===== src/rtl/control_unit_if.sv =====
// Decode bus between the datapath and the main decoder: instruction fields and ALU flag in,
// every datapath select and strobe out.
interface control_unit_if;
    logic [5:0] opcode;
    logic [5:0] funct;
    logic       zero;
    logic       seu_en;
    logic       alu_src_b;
    logic [3:0] alu_op;
    logic [1:0] dw_sel;
    logic [1:0] rw_sel;
    logic       rf_wr;
    logic       dm_wr;
    logic       dm_rd;
    logic [1:0] next_pc_sel;

    modport master (
        output opcode, funct, zero,
        input  seu_en, alu_src_b, alu_op, dw_sel, rw_sel, rf_wr, dm_wr, dm_rd, next_pc_sel
    );

    modport slave (
        input  opcode, funct, zero,
        output seu_en, alu_src_b, alu_op, dw_sel, rw_sel, rf_wr, dm_wr, dm_rd, next_pc_sel
    );
endinterface


===== src/rtl/control_unit.sv =====
// Combinational main decoder for the single-cycle MIPS subset, with a run flag that holds all
// state-changing strobes low until the first clock edge after reset.
module control_unit (
    input logic          clk,
    input logic          rst_n,
    control_unit_if.slave cu
);
    logic       run_q;
    logic       seu_en;
    logic       alu_src_b;
    logic [3:0] alu_op;
    logic [1:0] dw_sel;
    logic [1:0] rw_sel;
    logic       rf_wr;
    logic       dm_wr;
    logic       dm_rd;
    logic [1:0] next_pc_sel;

    always_ff @(posedge clk or negedge rst_n) begin
        if (!rst_n) begin
            run_q <= 1'b0;
        end else begin
            run_q <= 1'b1;
        end
    end

    always_comb begin
        seu_en      = 1'b0;
        alu_src_b   = 1'b0;
        alu_op      = 4'b0010;
        dw_sel      = 2'b00;
        rw_sel      = 2'b00;
        rf_wr       = 1'b0;
        dm_wr       = 1'b0;
        dm_rd       = 1'b0;
        next_pc_sel = 2'b00;
        unique case (cu.opcode)
            6'b000000: begin
                if (cu.funct == 6'b001000) begin
                    next_pc_sel = 2'b11;
                end else begin
                    // Only recognised ALU functs write rd; others fall back to a no-op.
                    rw_sel = 2'b01;
                    rf_wr  = 1'b1;
                    unique case (cu.funct)
                        6'b100000: alu_op = 4'b0010;
                        6'b100010: alu_op = 4'b0110;
                        6'b100100: alu_op = 4'b0000;
                        6'b100101: alu_op = 4'b0001;
                        6'b100110: alu_op = 4'b0011;
                        6'b100111: alu_op = 4'b1100;
                        6'b101010: alu_op = 4'b0111;
                        6'b000000: alu_op = 4'b1000;
                        6'b000010: alu_op = 4'b1001;
                        default: begin
                            rw_sel = 2'b00;
                            rf_wr  = 1'b0;
                        end
                    endcase
                end
            end
            6'b001000: begin seu_en = 1'b1; alu_src_b = 1'b1; rf_wr = 1'b1; end
            6'b001010: begin
                seu_en = 1'b1; alu_src_b = 1'b1; alu_op = 4'b0111; rf_wr = 1'b1;
            end
            6'b001100: begin alu_src_b = 1'b1; alu_op = 4'b0000; rf_wr = 1'b1; end
            6'b001101: begin alu_src_b = 1'b1; alu_op = 4'b0001; rf_wr = 1'b1; end
            6'b001111: begin alu_src_b = 1'b1; alu_op = 4'b1010; rf_wr = 1'b1; end
            6'b100011: begin
                seu_en = 1'b1; alu_src_b = 1'b1; dm_rd = 1'b1; dw_sel = 2'b01; rf_wr = 1'b1;
            end
            6'b101011: begin seu_en = 1'b1; alu_src_b = 1'b1; dm_wr = 1'b1; end
            6'b000100: begin
                seu_en      = 1'b1;
                alu_op      = 4'b0110;
                next_pc_sel = cu.zero ? 2'b01 : 2'b00;
            end
            6'b000101: begin
                seu_en      = 1'b1;
                alu_op      = 4'b0110;
                next_pc_sel = cu.zero ? 2'b00 : 2'b01;
            end
            6'b000010: next_pc_sel = 2'b10;
            6'b000011: begin
                next_pc_sel = 2'b10; rf_wr = 1'b1; rw_sel = 2'b10; dw_sel = 2'b10;
            end
            default: ;
        endcase
    end

    // rst_n gates directly so strobes drop in the same instant reset asserts.
    assign cu.seu_en      = seu_en;
    assign cu.alu_src_b   = alu_src_b;
    assign cu.alu_op      = alu_op;
    assign cu.dw_sel      = dw_sel;
    assign cu.rw_sel      = rw_sel;
    assign cu.rf_wr       = rf_wr & run_q & rst_n;
    assign cu.dm_wr       = dm_wr & run_q & rst_n;
    assign cu.dm_rd       = dm_rd & run_q & rst_n;
    assign cu.next_pc_sel = (run_q & rst_n) ? next_pc_sel : 2'b00;
endmodule


===== src/flat_wrapper.sv =====
// flat-port wrapper written by rule: the top's interface ports become plain ports
module control_unit_flat 
  (clk, rst_n, cu_opcode, cu_funct, cu_zero, cu_seu_en, cu_alu_src_b, cu_alu_op, cu_dw_sel, cu_rw_sel, cu_rf_wr, cu_dm_wr, cu_dm_rd, cu_next_pc_sel);
  control_unit_if cu_i ();
  input logic clk;
  input logic rst_n;
  input wire logic [$bits(cu_i.opcode)-1:0] cu_opcode;
  input wire logic [$bits(cu_i.funct)-1:0] cu_funct;
  input wire logic [$bits(cu_i.zero)-1:0] cu_zero;
  output wire logic [$bits(cu_i.seu_en)-1:0] cu_seu_en;
  output wire logic [$bits(cu_i.alu_src_b)-1:0] cu_alu_src_b;
  output wire logic [$bits(cu_i.alu_op)-1:0] cu_alu_op;
  output wire logic [$bits(cu_i.dw_sel)-1:0] cu_dw_sel;
  output wire logic [$bits(cu_i.rw_sel)-1:0] cu_rw_sel;
  output wire logic [$bits(cu_i.rf_wr)-1:0] cu_rf_wr;
  output wire logic [$bits(cu_i.dm_wr)-1:0] cu_dm_wr;
  output wire logic [$bits(cu_i.dm_rd)-1:0] cu_dm_rd;
  output wire logic [$bits(cu_i.next_pc_sel)-1:0] cu_next_pc_sel;
  assign cu_i.opcode = cu_opcode;
  assign cu_i.funct = cu_funct;
  assign cu_i.zero = cu_zero;
  assign cu_seu_en = cu_i.seu_en;
  assign cu_alu_src_b = cu_i.alu_src_b;
  assign cu_alu_op = cu_i.alu_op;
  assign cu_dw_sel = cu_i.dw_sel;
  assign cu_rw_sel = cu_i.rw_sel;
  assign cu_rf_wr = cu_i.rf_wr;
  assign cu_dm_wr = cu_i.dm_wr;
  assign cu_dm_rd = cu_i.dm_rd;
  assign cu_next_pc_sel = cu_i.next_pc_sel;
  control_unit u_core (.clk(clk), .rst_n(rst_n), .cu(cu_i));
endmodule

===== config.mk =====
export PLATFORM = sky130hd
export DESIGN_NAME = control_unit_flat
export DESIGN_NICKNAME = d
export VERILOG_FILES = /design/src/rtl/control_unit_if.sv /design/src/rtl/control_unit.sv /design/src/flat_wrapper.sv
export SDC_FILE = /design/constraint.sdc
export NUM_CORES = 1
export LEC_CHECK = 0
export ABC_CLOCK_PERIOD_IN_PS = 1900
export CELL_PAD_IN_SITES_DETAIL_PLACEMENT = 2
export CELL_PAD_IN_SITES_GLOBAL_PLACEMENT = 2
export CORE_MARGIN = 2
export CORE_UTILIZATION = 17
export CTS_CLUSTER_DIAMETER = 120
export DETAILED_ROUTE_END_ITERATION = 8
export GPL_ROUTABILITY_DRIVEN = 1
export MAX_ROUTING_LAYER = met4
export PLACE_DENSITY = 0.76
export SLEW_MARGIN = 25
export SYNTH_ARGS = -nofsm -noshare
export SYNTH_HDL_FRONTEND = slang
export SYNTH_SLANG_ARGS = --single-unit

===== constraint.sdc =====
create_clock -name clk -period 1.9 [get_ports clk]
set_clock_uncertainty 0.1 [all_clocks]
set_input_delay 0.285 -clock clk [delete_from_list [all_inputs] [get_ports clk]]
set_output_delay 0.285 -clock clk [all_outputs]
set_load 0.005 [all_outputs]

==> reports/results.txt, run 1 <==
1st-pass router iterations: 2
Max_cap viols: 0
Synth area leader: o21ai_0
Core box area: 2760 um^2
Chip Width: 57.8 um
Synth Area in Compound Gates: 34.9%
Area Growth Syn to Fin: 134%
Cell Int Power: 0.119 mW
Filler cell count: 313
GRT overflow: 0
Post-DP HPWL: 1970 um
Cells after Synth: 81
Netlist cell types: 35
Largest registers: u_core.run_q (1)
Most common cell after layout, fill and taps aside: buf_4
Initial DRC Count: 5
Final hold violations: 0
Chip height: 57.8 um
First-pass GRT wire length: 4500 um
Worst path arrival time: 1.57 ns
Pin count of the biggest net entering global routing: 16
CP Capture Type: primary output
Max IR drop VDD: 0.000155 V
Area of the mapped netlist: 492 um^2
Placed Cells: 157
Multiplexer area fraction after synthesis: 0%
Crit path cell chain: buf_6 -> or4_4 -> nor2_4 -> buf_6 -> nand2_4 -> o32ai_2 -> buf_2
Mean Syn Cell Area: 6.07 um^2
Max FFs per register: 1
Ports: 30
Syn nets: 96
Startpoint types: input port
Worst path slowest cell: or4_4
Routability congestion estimate: 0.887
Worst path top cell family by delay: simple AND/OR/NAND/NOR gates
WL/cell: 17.2 um
Gate power share: 88.9%
Xor and xnor area share after synthesis: 1.78%
Initial antenna violation count: 0
Largest register by flop count: u_core.run_q
Hold_buf cts: 0
Post-Synth Simple-Gate Area: 48.9%
Worst path max stage delay: 0.55 ns
# setup viols final: 3
Vias in the first global route: 957
Failing checks: negative setup slack
Worst Setup Path Type: input port to primary output
PortBufs: 29
CP most frequent cell: buf_6
Tot Pwr: 0.210 mW
Post-Route Setup TNS: -0.132 ns
Pre-CTS setup slack: -0.816 ns
Slew Viols, Final: 0
Synth area leaders: o21ai_0 (7.1%), a21oi_1 (5.1%), dfrtp_1 (5.1%)
Final WS setup: -0.0549 ns
Combinational family with the most area after synthesis: simple AND/OR/NAND/NOR gates
Sequential share of power: 11.1%
RSZ-0062 raised after global routing: true
Starting Density: 17.8%
# diodes: 0
Cell Rows: 19
Tmin final: 1.95 ns
Wirelength, routed: 2850 um
Post-Synth Adder-Cell Area: 0%
Fmax: 0.512 GHz
Lkg Pwr: 0.535 nW
Ys Warns: 0
Post-synthesis sequential area ratio: 5.09%
NumNets Final: 152
CP bufs+invs: 3
Clk slew on worst S/H paths: 0 ns
Total GRT Usage: 17.5%
Levels on crit path: 7
Synth top area share: 7.12%
Clk pwr share: 0%
Most frequent cells in the layout: buf_4 (24), buf_6 (11), dlygate4sd2_1 (9)
Outcome: complete, but fails checks
Layout cells sized above 1: 55.6%
Flops & latches, synth: 1
Drt drc: 0
Crit path required time: 1.51 ns
Pwr/cell area: 182 nW/um^2
Switching Fraction: 43.5%
DR vias: 853
Die area: 3340 um^2
Sw Pwr: 0.0914 mW
HP Class: input port to async pin
Finished Layout Cells: 166
Fin crit share: 103%
Critical Path Fanout Max: 3
Post-route ant nets: 0
Drt via density: 5.14
power groups by stage:
stage	Sequential [mW]	Combinational (mW)	Clock [mW]
finish	0.0233	0.187	0
floorplan	0.0230	0.0567	0
global route	0.0234	0.202	0
detailed placement	0.0231	0.154	0
global placement	0.0230	0.147	0
CTS	0.0233	0.177	0
metal layers:
metal / vias up / wire length [um] / track usage [%]
li1: 406 / - / -
met1: 422 / 1120 / 18.0
met2: 23 / 1610 / 37.2
met3: 2 / 95 / 0.446
met4: 0 / 23 / 1.66
met5: - / 0 / -
kinds of logic after synthesis:
logic type / count (synthesis)
compound gates: 25
xor+xnor: 1
simple gates: 42
other cells: 1
buf+inv: 11
flops: 1
synth_stat cells:
cell	instances
clkbuf_1	6
or3_1	3
nor3b_1	3
a31oi_1	2
nand2b_1	3
or2_1	2
o22ai_1	1
o21ba_2	1
nor2_1	6
nor2_4	1
buf_2	1
and3b_1	1
nor3_1	5
a21oi_1	5
o32ai_1	1
and3_1	3
conb_1	1
xor2_1	1
a21boi_0	1
o211a_1	1
a32oi_1	1
nand3_1	2
o21ai_0	7
a211o_1	1
dfrtp_1	1
nor4_1	4
a22oi_1	1
nand2_1	6
o32ai_2	1
nand2_2	1
or4_4	1
inv_1	4
o21a_1	1
and2_1	1
o31ai_1	1
through the flow:
stage / hold WS, ns / utilization [%] / cell area, um^2
after floorplan: -0.111 / - / 492
after global placement: 0.459 / 35.0 / 966
after detailed placement: 0.462 / 35.0 / 966
after CTS: 0.487 / 40.5 / 1120
after global routing: 0.162 / 41.7 / 1150
final: 0.126 / 41.7 / 1150
path summary, 6_finish.rpt:
path	slack [ns]	to	startpoint
min	0.13	u_core.run_q	rst_n
max in group asynchronous	1.49	u_core.run_q	rst_n
min in group clk	0.91	cu_rf_wr	u_core.run_q
max	-0.05	cu_alu_op[2]	cu_funct[4]
what timing repair did:
action / 4_1_cts / 5_1_grt
resized for setup: 109 / 8
pin swaps: 11 / 7
buffers inserted: 8 / 2
cloned: 0 / 0
endpoints found under the setup margin: 15 / 8
final cells by class:
| type | count | area (um^2) | area share [%] |
|---|---|---|---|
| Multi-Input combinational cell | 69 | 544 | 47.3 |
| Timing Repair Buffer | 61 | 528 | 45.9 |
| Tap cell | 31 | 38.8 | 3.37 |
| Sequential cell | 1 | 25.0 | 2.17 |
| Inverter | 4 | 15.0 | 1.30 |
No activity file was read; power rests on OpenSTA's default activity.
==> run 2: changes to the inputs <==
--- a/config.mk
+++ b/config.mk
@@ -6,6 +6,7 @@
 export NUM_CORES = 1
 export LEC_CHECK = 0
 export ABC_CLOCK_PERIOD_IN_PS = 1900
+export CAP_MARGIN = 20
 export CELL_PAD_IN_SITES_DETAIL_PLACEMENT = 2
 export CELL_PAD_IN_SITES_GLOBAL_PLACEMENT = 2
 export CORE_MARGIN = 2
@@ -13,6 +14,7 @@
 export CTS_CLUSTER_DIAMETER = 120
 export DETAILED_ROUTE_END_ITERATION = 8
 export GPL_ROUTABILITY_DRIVEN = 1
+export HOLD_SLACK_MARGIN = 0.03
 export MAX_ROUTING_LAYER = met4
 export PLACE_DENSITY = 0.76
 export SLEW_MARGIN = 25
==> results of run 2 <==
No change in the layout: final DEF, timing and power equal those of run 1.
==> RTL edit: new RTL, settings of run 1 <==
Make the reset (`rst_n`) synchronous in one clocked block.
--- a/src/rtl/control_unit.sv
+++ b/src/rtl/control_unit.sv
@@ -17,5 +17,5 @@
     logic [1:0] next_pc_sel;
 
-    always_ff @(posedge clk or negedge rst_n) begin
+    always_ff @(posedge clk) begin
         if (!rst_n) begin
             run_q <= 1'b0;
Behaviour: same outputs for any inputs over 10 cycles, from zero or initial values and one cycle with rst_n low; that may be too few to reach the edited logic, so the function may still have changed.
==> RTL edit against run 1 <==
- the run still ends with negative setup slack left
- first-iteration DRC count up 140%
- global-route usage increased by 1.5 points
- hold slack better by 0.23 ns
- design area up 6.1%
- setup slack got worse by 0.25 ns
- sequential share of layout area decreased by 0.53 points
- via count up 6.6%
- sequential cell count did not move
- area after synthesis is 3.3% lower
- cell count increased by 5.4%
- power rose by 14%
- routed wire length is 30% higher
==> RTL edit: results (changes against run 1) <==
| Metric | Value |
|---|---|
| Drt pass-1 iters | 4 (+2) |
| Met3 wire length | 135 µm (+42%) |
| DRT iter0 DRCs | 12 (+7) |
| Synth top cells by count | nand2_1, nor3_1, a21oi_1, clkbuf_1, nor2_1 |
| Post-DP Area | 960.9 µm² (-0.52%) |
| Post-synthesis sequential area ratio | 4.211% (-0.88 points) |
| Net switching power | 0.0001042 W (+14%) |
| Share of cells above drive strength 1 | 63.19% (+7.6 points) |
| Met1 WL | 1.507 mm (+34%) |
| Failing checks | negative setup slack |
| Top cells by area, synth | nand2_1, nor3_1, a21oi_1, nor3b_1, dfxtp_1 |
| Multi-input gates | 68 (-1.4%) |
| Sequential power | 0.0000233 W (about the same) |
| Clock-net power | 0 W |
| Most common flop cell mapped by yosys | dfxtp_1 |
| Grt met1 use | 23.03% (+5.0 points) |
| Post-place setup slack | -0.9995 ns (-0.1834 ns) |
| Post-synth cell types | 37 (+5.7%) |
| Global routing usage on met3 | 1.152% (+0.71 points) |
| Number of global-route vias before repair | 954 (-0.31%) |
| CP peak stage delay | 0.54 ns |
| Logic inverters | 3 (-1) |
| Nets | 161 (+5.9%) |
| Top delay family on crit path | simple AND/OR/NAND/NOR gates |
| Top Registers | u_core.run_q x1 |
| Post-layout util | 45.06% (+3.3 points) |
| Met2 WL | 1.964 mm (+22%) |
| Internal Power | 0.0001349 W (+14%) |
| IO buf count | 29 (unchanged) |
| CP max stage cell | or4_4 |
| Gr usage total | 18.99% (+1.5 points) |
| Worst ir drop on vdd | 0.1236 mV (-20%) |
| Pin count of the biggest net entering global routing | 11 (-5) |
| Status | finished with violations |
| Finished Cell Area | 1221 µm² (+6.1%) |
| Initial antenna violation count | 0 (unchanged) |
| Met2 Usage GRT | 35.30% (-1.9 points) |
| Area leader, netlist | nand2_1 |
| Seq_cells | 1 (unchanged) |
| Hold/Removal Path Class | input pin to flip-flop |
| Routed vias | 909 (+6.6%) |
| Syn nets | 93 (-3.1%) |
| First-pass GRT wire length | 4.871 mm (+8.3%) |
| Register area | 20.02 µm² (-20%) |
| LEAKAGE | 0.5923 nW (+11%) |
| Multi-input gate share of total cell area | 46.62% (-0.66 points) |
| Gate Count Post-Synth | 78 (-3.7%) |
| Arrival time worst endpoint | 1.82 ns (+0.25 ns) |
| Fin cells | 175 (+5.4%) |
| Critical-path maximum fanout | 3 (unchanged) |
| Final setup violation count | 8 (+5) |
| Detailed placement HPWL | 1.868 mm (-5.1%) |
| DR WL/cell | 21.20 µm (+24%) |
| GPL Wtd Cong | 0.8504 (-4.2%) |
| Ys async rst share | 0% (-100 points) |
| Post-route setup TNS | -1.196 ns (-1.064 ns) |
| Final setup margin | -0.3081 ns (-0.2532 ns) |
| Fill cells | 311 (-0.64%) |
## RTL edit: changes by cell type after synthesis, sizes merged, moves of 2 or more
cell	run 1	this run
o21ai	7	2
and3	3	1
nor2	7	4
o32ai	2	0
or4	1	3
nor3	5	9
nand2	7	11
nor4	4	0
nor2b	0	2
## RTL edit: cells by family after synthesis
logic type             synth area share, %
AND/OR/NAND/NOR                      51.58
AO/OA/AOI/OAI                        33.16
buffers and inverters                7.368
XOR/XNOR                             3.685
flip-flops                           4.211
## RTL edit: final timing paths
| path | slack (ns) | startpoint | to |
|---|---|---|---|
| max | -0.31 | cu_opcode[3] | cu_alu_op[3] |
| min | 0.35 | rst_n | u_core.run_q$_DFF_P_ |
## RTL edit: what timing repair did
item                                    4_1_cts  5_1_grt
endpoints found under the setup margin       15       13
cloned                                        0        1
pin swaps                                    18       18
buffers inserted                              9       10
resized for setup                           114       21
